`src/rtl/blood_tally_if.sv`:
```
`default_nettype none
// ============================================================================
// Module      : blood_tally_if
// Description : Bundle of the sample handshake, the report request and the
//               report stream used by blood_tally.
//               slave  - view taken by blood_tally
//               master - view taken by the classifier / host side
//               Sample path : in_valid, in_ready, blood_type, blood_output
//               Control     : start_report, busy
//               Report path : rd_valid, rd_ready, rd_type,
//                             rd_accept_cnt, rd_reject_cnt
// Revision    : 1.0 - initial release
// ============================================================================
interface blood_tally_if #(
    parameter int CNT_W = 8
) ();
    logic             in_valid;
    logic             in_ready;
    logic [2:0]       blood_type;
    logic             blood_output;
    logic             start_report;
    logic             busy;
    logic             rd_valid;
    logic             rd_ready;
    logic [2:0]       rd_type;
    logic [CNT_W-1:0] rd_accept_cnt;
    logic [CNT_W-1:0] rd_reject_cnt;

    modport slave (
        input  in_valid, blood_type, blood_output, start_report, rd_ready,
        output in_ready, busy, rd_valid, rd_type, rd_accept_cnt, rd_reject_cnt
    );

    modport master (
        output in_valid, blood_type, blood_output, start_report, rd_ready,
        input  in_ready, busy, rd_valid, rd_type, rd_accept_cnt, rd_reject_cnt
    );
endinterface
`default_nettype wire

```
`src/rtl/blood_tally.sv`:
```
`default_nettype none
// ============================================================================
// Module      : blood_tally
// Description : Per-blood-type saturating tally of classifier verdicts.
//               Each accepted sample bumps accept_cnt[type] (verdict=1) or
//               reject_cnt[type] (verdict=0). A start_report pulse freezes
//               the counters and streams 8 beats (type 0..7) with both counts.
// Ports       : clk   - rising-edge clock
//               rst   - synchronous active-high reset
//               tally - blood_tally_if.slave (sample, control, report)
// Parameters  : CNT_W - width of each counter, saturates at 2**CNT_W-1
// Options     : BLOOD_TALLY_CLEAR_ON_READ_EN - when defined, the two counters
//               of a type are zeroed on the edge its report beat is taken.
// Revision    : 1.0 - initial release
// ============================================================================
module blood_tally #(
    parameter int CNT_W = 8
) (
    input  wire logic     clk,
    input  wire logic     rst,
    blood_tally_if.slave  tally
);

    localparam logic [CNT_W-1:0] C_CNT_MAX  = {CNT_W{1'b1}};
    localparam logic [CNT_W-1:0] C_CNT_ONE  = CNT_W'(1);
    localparam logic [2:0]       C_LAST_TYPE = 3'd7;

    typedef enum logic [0:0] {
        ST_COUNT  = 1'b0,
        ST_REPORT = 1'b1
    } state_t;

    state_t           r_state;
    state_t           w_state_nxt;
    logic             w_in_ready;
    logic             w_busy;

    logic [CNT_W-1:0] r_acc_cnt [8];
    logic [CNT_W-1:0] r_rej_cnt [8];

    logic             r_rd_valid;
    logic [2:0]       r_rd_type;
    logic [CNT_W-1:0] r_rd_acc;
    logic [CNT_W-1:0] r_rd_rej;

    logic             w_take;
    logic             w_beat_acc;
    logic             w_last_beat;
    logic [2:0]       w_nxt_type;

    // Samples are only taken while counting; in REPORT they are dropped,
    // which is what keeps the reported snapshot consistent.
    assign w_take      = tally.in_valid && (r_state == ST_COUNT);
    assign w_beat_acc  = r_rd_valid && tally.rd_ready;
    assign w_last_beat = w_beat_acc && (r_rd_type == C_LAST_TYPE);
    assign w_nxt_type  = r_rd_type + 3'd1;

    // ------------------------------------------------------------------
    // State register
    // ------------------------------------------------------------------
    always_ff @(posedge clk) begin
        if (rst) begin
            r_state <= ST_COUNT;
        end else begin
            r_state <= w_state_nxt;
        end
    end

    // ------------------------------------------------------------------
    // Next state and state-decoded outputs
    // ------------------------------------------------------------------
    always_comb begin
        w_state_nxt = r_state;
        w_in_ready  = 1'b0;
        w_busy      = 1'b0;
        case (r_state)
            ST_COUNT: begin
                w_in_ready = 1'b1;
                if (tally.start_report) begin
                    w_state_nxt = ST_REPORT;
                end
            end
            ST_REPORT: begin
                w_busy = 1'b1;
                if (w_last_beat) begin
                    w_state_nxt = ST_COUNT;
                end
            end
            default: begin
                w_state_nxt = ST_COUNT;
            end
        endcase
    end

    // ------------------------------------------------------------------
    // Counter bank. Counting (COUNT only) and clear-on-read (REPORT only)
    // can never hit in the same cycle.
    // ------------------------------------------------------------------
    always_ff @(posedge clk) begin
        if (rst) begin
            for (int i = 0; i < 8; i++) begin
                r_acc_cnt[i] <= '0;
                r_rej_cnt[i] <= '0;
            end
        end else begin
            if (w_take) begin
                if (tally.blood_output) begin
                    if (r_acc_cnt[tally.blood_type] != C_CNT_MAX) begin
                        r_acc_cnt[tally.blood_type] <= r_acc_cnt[tally.blood_type] + C_CNT_ONE;
                    end
                end else begin
                    if (r_rej_cnt[tally.blood_type] != C_CNT_MAX) begin
                        r_rej_cnt[tally.blood_type] <= r_rej_cnt[tally.blood_type] + C_CNT_ONE;
                    end
                end
            end
`ifdef BLOOD_TALLY_CLEAR_ON_READ_EN
            if (w_beat_acc) begin
                r_acc_cnt[r_rd_type] <= '0;
                r_rej_cnt[r_rd_type] <= '0;
            end
`endif
        end
    end

    // ------------------------------------------------------------------
    // Report stream. The first REPORT cycle has rd_valid low and loads
    // beat 0, so a sample counted on the entry edge is already visible.
    // Later beats load type+1 on the accepting edge (no bubble).
    // ------------------------------------------------------------------
    always_ff @(posedge clk) begin
        if (rst) begin
            r_rd_valid <= 1'b0;
            r_rd_type  <= 3'd0;
            r_rd_acc   <= '0;
            r_rd_rej   <= '0;
        end else if (r_state == ST_REPORT) begin
            if (!r_rd_valid) begin
                r_rd_valid <= 1'b1;
                r_rd_type  <= 3'd0;
                r_rd_acc   <= r_acc_cnt[0];
                r_rd_rej   <= r_rej_cnt[0];
            end else if (w_beat_acc) begin
                if (r_rd_type == C_LAST_TYPE) begin
                    r_rd_valid <= 1'b0;
                end else begin
                    r_rd_type <= w_nxt_type;
                    r_rd_acc  <= r_acc_cnt[w_nxt_type];
                    r_rd_rej  <= r_rej_cnt[w_nxt_type];
                end
            end
        end
    end

    assign tally.in_ready      = w_in_ready;
    assign tally.busy          = w_busy;
    assign tally.rd_valid      = r_rd_valid;
    assign tally.rd_type       = r_rd_type;
    assign tally.rd_accept_cnt = r_rd_acc;
    assign tally.rd_reject_cnt = r_rd_rej;

endmodule
`default_nettype wire
```
`src/flat_wrapper.sv`:
```
// flat-port wrapper written by rule: the top's interface ports become plain ports
module blood_tally_flat 
#(
    parameter int CNT_W = 8
)
  (clk, rst, tally_in_valid, tally_blood_type, tally_blood_output, tally_start_report, tally_rd_ready, tally_in_ready, tally_busy, tally_rd_valid, tally_rd_type, tally_rd_accept_cnt, tally_rd_reject_cnt);
  blood_tally_if #(.CNT_W(CNT_W)) tally_i ();
  input  wire logic clk;
  input  wire logic rst;
  input wire logic [$bits(tally_i.in_valid)-1:0] tally_in_valid;
  input wire logic [$bits(tally_i.blood_type)-1:0] tally_blood_type;
  input wire logic [$bits(tally_i.blood_output)-1:0] tally_blood_output;
  input wire logic [$bits(tally_i.start_report)-1:0] tally_start_report;
  input wire logic [$bits(tally_i.rd_ready)-1:0] tally_rd_ready;
  output wire logic [$bits(tally_i.in_ready)-1:0] tally_in_ready;
  output wire logic [$bits(tally_i.busy)-1:0] tally_busy;
  output wire logic [$bits(tally_i.rd_valid)-1:0] tally_rd_valid;
  output wire logic [$bits(tally_i.rd_type)-1:0] tally_rd_type;
  output wire logic [$bits(tally_i.rd_accept_cnt)-1:0] tally_rd_accept_cnt;
  output wire logic [$bits(tally_i.rd_reject_cnt)-1:0] tally_rd_reject_cnt;
  assign tally_i.in_valid = tally_in_valid;
  assign tally_i.blood_type = tally_blood_type;
  assign tally_i.blood_output = tally_blood_output;
  assign tally_i.start_report = tally_start_report;
  assign tally_i.rd_ready = tally_rd_ready;
  assign tally_in_ready = tally_i.in_ready;
  assign tally_busy = tally_i.busy;
  assign tally_rd_valid = tally_i.rd_valid;
  assign tally_rd_type = tally_i.rd_type;
  assign tally_rd_accept_cnt = tally_i.rd_accept_cnt;
  assign tally_rd_reject_cnt = tally_i.rd_reject_cnt;
  blood_tally #(.CNT_W(CNT_W)) u_core (.clk(clk), .rst(rst), .tally(tally_i));
endmodule
```
`config.mk`:
```
export PLATFORM = sky130hd
export DESIGN_NAME = blood_tally_flat
export DESIGN_NICKNAME = d
export VERILOG_FILES = /design/src/rtl/blood_tally_if.sv /design/src/rtl/blood_tally.sv /design/src/flat_wrapper.sv
export SDC_FILE = /design/constraint.sdc
export NUM_CORES = 1
export LEC_CHECK = 0
export ABC_AREA = 1
export BUFFER_PORTS_ARGS = -buffer_cell sky130_fd_sc_hd__buf_2
export CORE_MARGIN = 2
export CORE_UTILIZATION = 45
export DETAILED_ROUTE_END_ITERATION = 7
export GPL_TIMING_DRIVEN = 0
export MAX_ROUTING_LAYER = met4
export PLACE_DENSITY_LB_ADDON = 0.08
export RECOVER_POWER = 50
export SYNTH_ARGS = -nofsm -noshare
export SYNTH_HDL_FRONTEND = slang
export SYNTH_SLANG_ARGS = --single-unit
```
`constraint.sdc`:
```
create_clock -name clk -period 6 [get_ports clk]
set_clock_uncertainty 0.1 [all_clocks]
set_input_delay 0.3 -clock clk [delete_from_list [all_inputs] [get_ports clk]]
set_output_delay 0.3 -clock clk [all_outputs]
set_load 0.05 [all_outputs]
```
# Word level (Yosys, flattened, before mapping)

Memories as Yosys holds them, arrays and structs flattened.
Cells that the tools add are included.
Widths: inputs -> output; s select.

Mux-type cells: 35
$add $sub $neg: 3
Eq/ne operators: 5
Bitwise logic cells: 1
Reductions and logical operators: 6

Operator list:

| operator            | number |
|---|---|
| $mux 8              | 8 |
| $mux 1              | 21 |
| $add 8x1->8 const B | 2 |
| $ne 8x8->1 const B  | 2 |
| $reduce_or 8->1     | 2 |
| $mux 3              | 5 |
| $ne 2x2->1 const B  | 2 |
| $add 3x1->3 const B | 1 |
| $eq 3x3->1 const B  | 1 |
| $logic_and 1x1->1   | 3 |
| $reduce_and 3->1    | 1 |
| $pmux 1 s2          | 1 |
| $not 1->1           | 1 |

Register bits after elaboration: 21
Memories: 2
RAM bits: 128

Memory list:

| memory           | words | width | rd ports | clocked after Yosys merged registers in | write ports | RTL line          | source |
|---|---|---|---|---|---|---|---|
| u_core.r_acc_cnt | 8     | 8     | 3        | 0                                       | 8           | blood_tally.sv:38 | `logic [CNT_W-1:0] r_acc_cnt [8];` |
| u_core.r_rej_cnt | 8     | 8     | 3        | 0                                       | 8           | blood_tally.sv:39 | `logic [CNT_W-1:0] r_rej_cnt [8];` |

# Depth between registers and ports, before layout

Gate-level depths: netlist of the first run.
An unclocked memory read counts as a cell.

Word-level depth: 9
Depth in mapped cells: 15
Depth with buffers taken out: 13

# Worst setup path before layout of the first run

Ideal clock, no wire load.

Kind: input to register
Start: input port tally_blood_type[0]
End: memory u_core.r_acc_cnt[0][0], enable pin
Required time: 5.571 ns
Setup slack: 3.533 ns
Stages on the path: 12
Data arrival time: 2.038 ns
Library setup time: 0.329 ns
Cells stage by stage: buf_4 -> buf_4 -> o211ai_1 -> nand3_1 -> nor2_1 -> inv_1 -> ha_1 -> nand3_2 -> inv_2 -> nand2_4 -> nand3_2 -> nand2_1

RTL lines:

| what        | RTL line           | source |
|---|---|---|
| from (decl) | flat_wrapper.sv:11 | `input wire logic [$bits(tally_i.blood_type)-1:0] tally_blood_type;` |
| to (decl)   | blood_tally.sv:38  |  |

==> reports/metrics.csv, run 1 <==
metric,value,unit
drc_errors,0,
postSynth.asyncResetShare,0,%
synth_warnings,0,
synth_top_cell_area_share,45.5,%
cts_made_buffers,17,
gr-max-usage-layer,met1,
crit_path_top_delay_cell,sky130_fd_sc_hd__clkbuf_1,
cp_max_fo,10,
critical_path.top_delay_family,simple AND/OR/NAND/NOR gates,
synthCells,1058,
rr_endpoint,u_core.r_rej_cnt[3][4],
fin_crit_sh,60.1,%
power.share.switching,29.5,%
timing.hold.worst_path_depth,3,
max_clock_freq,277,MHz
port_buffers,30,
layout.filler_cells,1845,
grt_util_all_layers,29.5,%
cts.clk_slew.worst_paths,0.06,ns
ir_worst_vdd,188,uV
violation_count_after_the_first_detailed_routing_iteration,932,
cpPeakStageDelay,0.50,ns
route.detailed.vias_per_inst,5.52,
dp_hpwl,20500,um
drv_slew,0,
syn_nets,1071,
p_leak,3.93,nW
core.rowCount,50,
htree_levels,4,
worst_setup_path_start_kind,primary input,
gp_routability_congestion,0.953,
met3_use_gr,4.89,%
timing_hold_violations_final,0,
grtUsageMet2,41.8,%
worst_hold_startpoint,tally_start_report,
route.final.wire_length,27900,um
synth_top_cells_by_area,"sky130_fd_sc_hd__edfxtp_1 (45%), sky130_fd_sc_hd__nand2_1 (15%), sky130_fd_sc_hd__nor2_1 (8.2%)",
cts_sinks,149,
synth_flop_cell,sky130_fd_sc_hd__edfxtp_1,
internal_power,1.94,mW
die-height,141,um
timing.setup.tns,0,ns
post_route_cells_drive_above_1_share,6.79,%
timing.critical_path.cells,"clkbuf_1, inv_1, clkbuf_1, nor2_1, nand2_1, nand3_1, nor2_1, inv_1, ha_1, nand3_1, clkinv_1, nand2_1, nand3_1, nand2_1",
power_frac_seq,43.6,%
reg2reg_depth,11,
outcome,"complete, no violations",
core_region_area,0.0186,mm^2
sequential_cell_area,0.00426,mm^2
cts.hold.buffers_added,0,
initial_core_util,45.5,%
number_of_antenna_violations_at_the_first_check_in_global_routing,0,
ys_ff_latch,149,
clkLatencyLatePin,0.43,ns
synth-seq-area-share,50.4,%
timing_worst_setup_path_type,primary input to flop,
timing.critical_path.arrival,3.59,ns
ios,31,
synth-edff-count,128,
r2r_slack,2.64,ns
setup_viol_count_final,0,
tightest_slew,1.01,ns
rsz0062_at_grt,false,
wl_per_cell,20.6,um
num-nets-final,1120,
power.density_cell_area,296,mW/mm^2
multi_input_gate_area_in_the_final_layout,0.00341,mm^2
cts.path.max_buffers,2,
detail-route-antenna-nets,0,
dieArea,0.0199,mm^2
cp_data_required_time,5.98,ns
maxCapViolations,0,
syn2layout_area_growth,9.82,%
timing.critical_path.buf_inv,5,
synth.avg_cell_area,7.99,um^2
total_switching_power,0.812,mW
chipWidth,141,um
global_route_wire_length_before_repair,41900,um
clockPowerShare,40.1,%
groute.layer.met1.usage,42.8,%
netlist.top_cell.by_area,sky130_fd_sc_hd__edfxtp_1,
worstHoldEndpoint,u_core.r_state,
root_buffer,sky130_fd_sc_hd__clkbuf_16,
antennaDiodeCount,0,
synth_top_cells_by_count,"sky130_fd_sc_hd__nand2_1 (327), sky130_fd_sc_hd__nor2_1 (184), sky130_fd_sc_hd__edfxtp_1 (128)",
cts_tree,done,
hp-class,primary input to flop,
p_comb_share,16.3,%
vias_in_the_first_global_route,6878,
synthesis.area,0.00846,mm^2
initial_drt_pass_iterations,5,
grt_remaining_overflow,0,
min_period,3.61,ns
r2r_start,u_core.r_rej_cnt[0][0],
yosys.cell_types.count,38,
final_cell_area,0.00929,mm^2
cts_repair_resize_count,0,
cts_setup_buffers,0,
detailroute.via_count,7471,
grt_start_max_net_pins,17,
placed_cell_area,0.00890,mm^2
crit_path_end_kind,flop,
yosys.cell_count.top_type,sky130_fd_sc_hd__nand2_1,
slew-limit-headroom,32.0,%
## power by group through the flow
stage                     combinational [mW]  clock [mW]  sequential (mW)
after CTS                              0.447        1.11             1.20
after floorplan                        0.257           0             1.25
after global placement                 0.444           0             1.22
final                                  0.448        1.10             1.20
after detailed placement               0.445           0             1.22
after global routing                   0.483        1.15             1.20
## registers in the layout, indices dropped and copies added (netlist names)
signal and flops:
u_core.r_acc_cnt 64, u_core.r_rej_cnt 64, u_core.tally.rd_accept_cnt 8, u_core.tally.rd_reject_cnt 8, u_core.tally.rd_type 3, u_core.r_state 1, u_core.tally.rd_valid 1
## cell usage in the layout (no fill, tap or decap), types with 16 or more instances in the layout
cell type | synthesis | final
sky130_fd_sc_hd__nand2_1 | 327 | 329
sky130_fd_sc_hd__nor2_1 | 184 | 186
sky130_fd_sc_hd__edfxtp_1 | 128 | 128
sky130_fd_sc_hd__inv_1 | 84 | 85
sky130_fd_sc_hd__o21ai_0 | 71 | 71
sky130_fd_sc_hd__nand3_1 | 45 | 62
sky130_fd_sc_hd__clkbuf_1 | 30 | 57
sky130_fd_sc_hd__a21oi_1 | 46 | 46
sky130_fd_sc_hd__dfxtp_1 | 21 | 21
sky130_fd_sc_hd__clkbuf_16 | 0 | 17
sky130_fd_sc_hd__o211ai_1 | 16 | 16
sky130_fd_sc_hd__o22ai_1 | 16 | 16
## worst max path at each step
stage / slack, ns / endpoint / depth (start not counted) / from
after floorplan: 3.53 / u_core.r_acc_cnt[0][0] / 12 / tally_blood_type[0]
after global placement: 2.79 / u_core.r_rej_cnt[2][5] / 13 / tally_blood_type[0]
after detailed placement: 2.81 / u_core.r_rej_cnt[3][4] / 13 / tally_blood_type[0]
after CTS: 3.04 / u_core.tally.rd_reject_cnt[7] / 9 / u_core.tally.rd_type[0]
after global routing: 2.26 / u_core.r_acc_cnt[2][4] / 14 / tally_blood_type[0]
final: 2.39 / u_core.r_acc_cnt[2][4] / 14 / tally_blood_type[0]
## layout make-up
class	count	share of cell area [%]
flip-flops and latches	149	45.9
clock inverters	12	1.66
clock buffers	20	4.81
inverters	95	3.84
plain buffers	49	2.64
repair buffers	30	1.31
multi-input cells	765	36.7
well taps	234	3.15
## worst reg2reg max path, stage by stage (launching register included)
cell and delay [ns]:
sky130_fd_sc_hd__edfxtp_1 0.32, sky130_fd_sc_hd__inv_1 0.08, sky130_fd_sc_hd__nand2_1 0.08, sky130_fd_sc_hd__nand3_1 0.09
sky130_fd_sc_hd__nand4_1 0.14, sky130_fd_sc_hd__clkbuf_1 0.49, sky130_fd_sc_hd__ha_1 0.28, sky130_fd_sc_hd__nand2_1 0.07
sky130_fd_sc_hd__nor2_1 0.20, sky130_fd_sc_hd__nand2_1 0.30, sky130_fd_sc_hd__nand3_1 0.46, sky130_fd_sc_hd__nand2_1 0.39
## metal layers
metal | routed length, um | share of wire, % | vias up
met3 | 2720 | 9.8 | 55
met5 | 0 | 0 | -
met2 | 11800 | 42 | 436
met4 | 714 | 2.6 | 0
li1 | - | - | 3572
met1 | 12700 | 45 | 3408
## cell families (layout without fill, tap and decap cells)
| kind of cell | Yosys count | count (layout) | share of synthesized area, % |
|---|---|---|---|
| AO/OA/AOI/OAI | 161 | 161 | 10.7 |
| AND/OR/NAND/NOR | 595 | 595 | 30.3 |
| buffers and inverters | 144 | 206 | 7.18 |
| adder cells (fa/ha/maj) | 4 | 4 | 0.592 |
| XOR/XNOR | 5 | 5 | 0.784 |
| flip-flops | 149 | 149 | 50.4 |
## through the flow
stage	hold slack (ns)	worst slack, ns	cells	power (mW)	utilization (%)
5_1_grt	0.0390	2.26	1354	2.84	50.0
3_3_place_gp	0.375	2.79	1322	1.66	47.9
4_1_cts	0.0202	3.04	1354	2.75	51.1
6_report	0.0261	2.39	1354	2.75	50.0
2_1_floorplan	0.269	3.53	1058	1.51	-
3_5_place_dp	0.376	2.81	1322	1.66	47.9
Note: power is estimated with default switching activity, not from simulation.
==> run 2: changes to the inputs <==
Settings changed: ABC_AREA 1 to 0.
Clock period 6 ns to 3.6 ns, I/O delays scaled along.
==> run 2 against run 1 <==
Against the previous run: combinational power increased by 20%; cell area decreased by 2.4%; worst hold slack improved by 0.026 ns; count of clock-buffer cells in the layout decreased by 1; setup slack got worse by 2.4 ns.
==> reports/metrics.csv, run 2 <==
metric,value,unit,change
outcome,"complete, no violations",,
timing_worst_setup_path_type,primary input to flop,,
synth-seq-area-share,53.4,%,+3.0 points
drv_slew,0,,unchanged
worst_setup_path_start_kind,primary input,,
route.final.wire_length,24900,um,-11%
ir_worst_vdd,313,uV,+66%
clockPowerShare,44.0,%,+3.9 points
num-nets-final,703,,-37%
mostFrequentLayoutCells,"sky130_fd_sc_hd__nor2_1 (140), sky130_fd_sc_hd__edfxtp_1 (128), sky130_fd_sc_hd__mux4_2 (57)",,
rr_endpoint,u_core.r_rej_cnt[3][6],,
cts_setup_buffers,0,,unchanged
detail-route-antenna-nets,0,,unchanged
cts.clk_slew.worst_paths,0.06,ns,about the same
syn2layout_area_growth,13.5,%,
antennaDiodeCount,0,,unchanged
clkLatencyLatePin,0.43,ns,about the same
tightest_slew,1.16,ns,+0.142 ns
yosys.cell_count.top_type,sky130_fd_sc_hd__nor2_1,,
place_ws,-0.467,ns,-3.27 ns
slew-limit-headroom,22.8,%,-9.2 points
setup_viol_count_final,0,,unchanged
cts_sinks,149,,unchanged
r2r_slack,0.07,ns,-2.57 ns
timing_hold_violations_final,0,,unchanged
vias_in_the_first_global_route,5849,,-15%
power_frac_seq,44.1,%,+0.5 points
detailroute.via_count,5918,,-21%
synthCells,641,,-39%
postSynth.asyncResetShare,0,%,unchanged
total_power,4.50,mW,+64%
netlist.top_cell.by_area,sky130_fd_sc_hd__edfxtp_1,,
synth_flop_cell,sky130_fd_sc_hd__edfxtp_1,,
synth_top_cells_by_count,"sky130_fd_sc_hd__nor2_1 (140), sky130_fd_sc_hd__edfxtp_1 (128), sky130_fd_sc_hd__mux4_2 (57)",,
timing.critical_path.arrival,3.52,ns,-0.07 ns
crit_path_end_kind,flop,,
r2r_start,u_core.r_rej_cnt[0][2],,
hp-class,primary input to flop,,
synthesis.area,0.00798,mm^2,-5.6%
route.detailed.vias_per_inst,6.38,,+16%
timing.hold.worst_path_depth,4,,+1
post_route_cells_drive_above_1_share,18.9,%,+12 points
htree_levels,4,,unchanged
dieArea,0.0188,mm^2,-5.4%
cts_made_buffers,17,,unchanged
cts_tree,done,,
grt_start_max_net_pins,17,,unchanged
critPathLaunch,tally_blood_type[1],,
fin_hold_ws,0.0518,ns,+0.0257 ns
total_switching_power,1.14,mW,+40%
internal_power,3.37,mW,+74%
die-height,137,um,-2.8%
p_comb_share,11.9,%,-4.4 points
root_buffer,sky130_fd_sc_hd__clkbuf_16,,
syn_nets,654,,-39%
core_region_area,0.0173,mm^2,-6.9%
power.density_cell_area,497,mW/mm^2,+68%
initial_core_util,46.2,%,+0.64 points
wl_per_cell,26.8,um,+30%
number_of_antenna_violations_at_the_first_check_in_global_routing,0,,unchanged
synth_top_cells_by_area,"sky130_fd_sc_hd__edfxtp_1 (48%), sky130_fd_sc_hd__mux4_2 (16%), sky130_fd_sc_hd__nor2_1 (6.6%)",,
core.rowCount,48,,-4.0%
critical_path.endpoint,u_core.r_rej_cnt[3][6],,
yosys.cell_types.count,57,,+50%
initial_drt_pass_iterations,5,,unchanged
ios,31,,unchanged
synth.avg_cell_area,12.5,um^2,+56%
power.share.switching,25.3,%,-4.2 points
synth_top_cell_area_share,48.1,%,+2.7 points
synth_warnings,0,,unchanged
dp_hpwl,17000,um,-17%
layout_commonest_cell,sky130_fd_sc_hd__nor2_1,,
global_route_wire_length_before_repair,36600,um,-13%
ys_ff_latch,149,,unchanged
cts.path.max_buffers,2,,unchanged
cp_data_required_time,3.54,ns,-2.44 ns
fin_crit_sh,99.4,%,
gp_routability_congestion,0.954,,about the same
port_buffers,29,,-3.3%
largest_regs,"u_core.r_acc_cnt x64, u_core.r_rej_cnt x64",,
p_leak,3.04,nW,-23%
synth-edff-count,128,,unchanged
cp_max_fo,10,,unchanged
rsz0062_at_grt,true,,
max_clock_freq,279,MHz,
timing.final.ws_setup,0.0200,ns,-2.37 ns
chipWidth,137,um,-2.8%
drc_errors,0,,unchanged
grt_util_all_layers,28.8,%,-0.62 points
grt_remaining_overflow,0,,unchanged
reg2reg_depth,7,,-4
maxCapViolations,0,,unchanged
placed_cell_area,0.00842,mm^2,-5.4%
final_cell_area,0.00906,mm^2,-2.4%
layout.filler_cells,1533,,-17%
violation_count_after_the_first_detailed_routing_iteration,667,,-28%
min_period,3.58,ns,
[run 2: cell types whose count changed after synthesis, moves of 9 or more]
cell	previous run	this run
sky130_fd_sc_hd__nand2_1	327	36
sky130_fd_sc_hd__inv_1	84	5
sky130_fd_sc_hd__o21ai_0	71	2
sky130_fd_sc_hd__mux4_2	0	57
sky130_fd_sc_hd__nor2_1	184	140
sky130_fd_sc_hd__nor3_1	0	37
sky130_fd_sc_hd__mux2i_1	0	27
sky130_fd_sc_hd__nand3_1	45	19
sky130_fd_sc_hd__a21oi_1	46	23
sky130_fd_sc_hd__a211oi_1	1	18
sky130_fd_sc_hd__o211ai_1	16	0
sky130_fd_sc_hd__o22ai_1	16	0
sky130_fd_sc_hd__nand2b_1	0	15
sky130_fd_sc_hd__inv_2	9	0
[run 2: cell type report]
| type | count | area [um^2] | share of cell area [%] |
|---|---|---|---|
| flip-flops and latches | 149 | 4260 | 47.0 |
| multi-input cells | 440 | 3480 | 38.4 |
| clock buffers | 19 | 443 | 4.89 |
| well taps | 225 | 282 | 3.11 |
| plain buffers | 46 | 235 | 2.60 |
| clock inverters | 13 | 206 | 2.28 |
| repair buffers | 30 | 128 | 1.41 |
| inverters | 6 | 22.5 | 0.248 |
[run 2: worst max-delay path, stage by stage]
cell and delay [ns]:
sky130_fd_sc_hd__buf_2 0.11, sky130_fd_sc_hd__buf_4 0.19, sky130_fd_sc_hd__inv_1 0.10, sky130_fd_sc_hd__clkbuf_1 0.69, sky130_fd_sc_hd__mux2i_1 0.49, sky130_fd_sc_hd__nor2_1 0.13
sky130_fd_sc_hd__and4b_1 0.21, sky130_fd_sc_hd__clkbuf_1 0.16, sky130_fd_sc_hd__clkbuf_1 0.28, sky130_fd_sc_hd__o21bai_1 0.98
[run 2: stage by stage]
stage                     std cells  util (%)  TNS [ns]
after floorplan                 641         -         0
after global placement          895      48.6    -32.51
final                           928      52.4         0
after global routing            928      52.4     -3.61
after detailed placement        895      48.7    -28.12
after CTS                       928      52.5         0
[run 2: worst min path at each step]
stage                             from               endpoint  slack (ns)
global route            tally_rd_ready  u_core.tally.rd_valid        0.08
detailed placement  tally_start_report         u_core.r_state        0.36
finish                  tally_rd_ready  u_core.tally.rd_valid        0.05
CTS                     tally_rd_ready  u_core.tally.rd_valid        0.04
floorplan           tally_start_report         u_core.r_state        0.24
global placement    tally_start_report         u_core.r_state        0.34
[run 2: cells by family after synthesis]
family,count (synthesis),share of synthesized area [%]
AO/OA/AOI/OAI,59,4.86
XOR/XNOR,11,1.39
adder cells (fa/ha/maj),4,0.627
buffers and inverters,52,3.13
flip-flops,149,53.4
multiplexers,90,20.3
AND/OR/NAND/NOR,276,16.3
[run 2: power by group through the flow]
stage	logic [mW]	clock network [mW]	registers (mW)
after global routing	0.568	2.05	1.99
after CTS	0.534	1.98	1.98
final	0.536	1.98	1.99
after floorplan	0.334	0	2.05
after detailed placement	0.531	0	2.02
after global placement	0.528	0	2.02
[run 2: timing repair]
action,in CTS,in global routing
hold buffers,1,0
gates cloned,0,0
resized for setup,3,1
endpoints found under the hold margin,1,0
endpoints found under the setup margin,9,50
[run 2: routing by layer]
layer  track usage [%]  wire length [um]
met5                 -                 0
met4              12.4               865
met3              6.44              2000
met2              43.1             11500
met1              38.2             10500
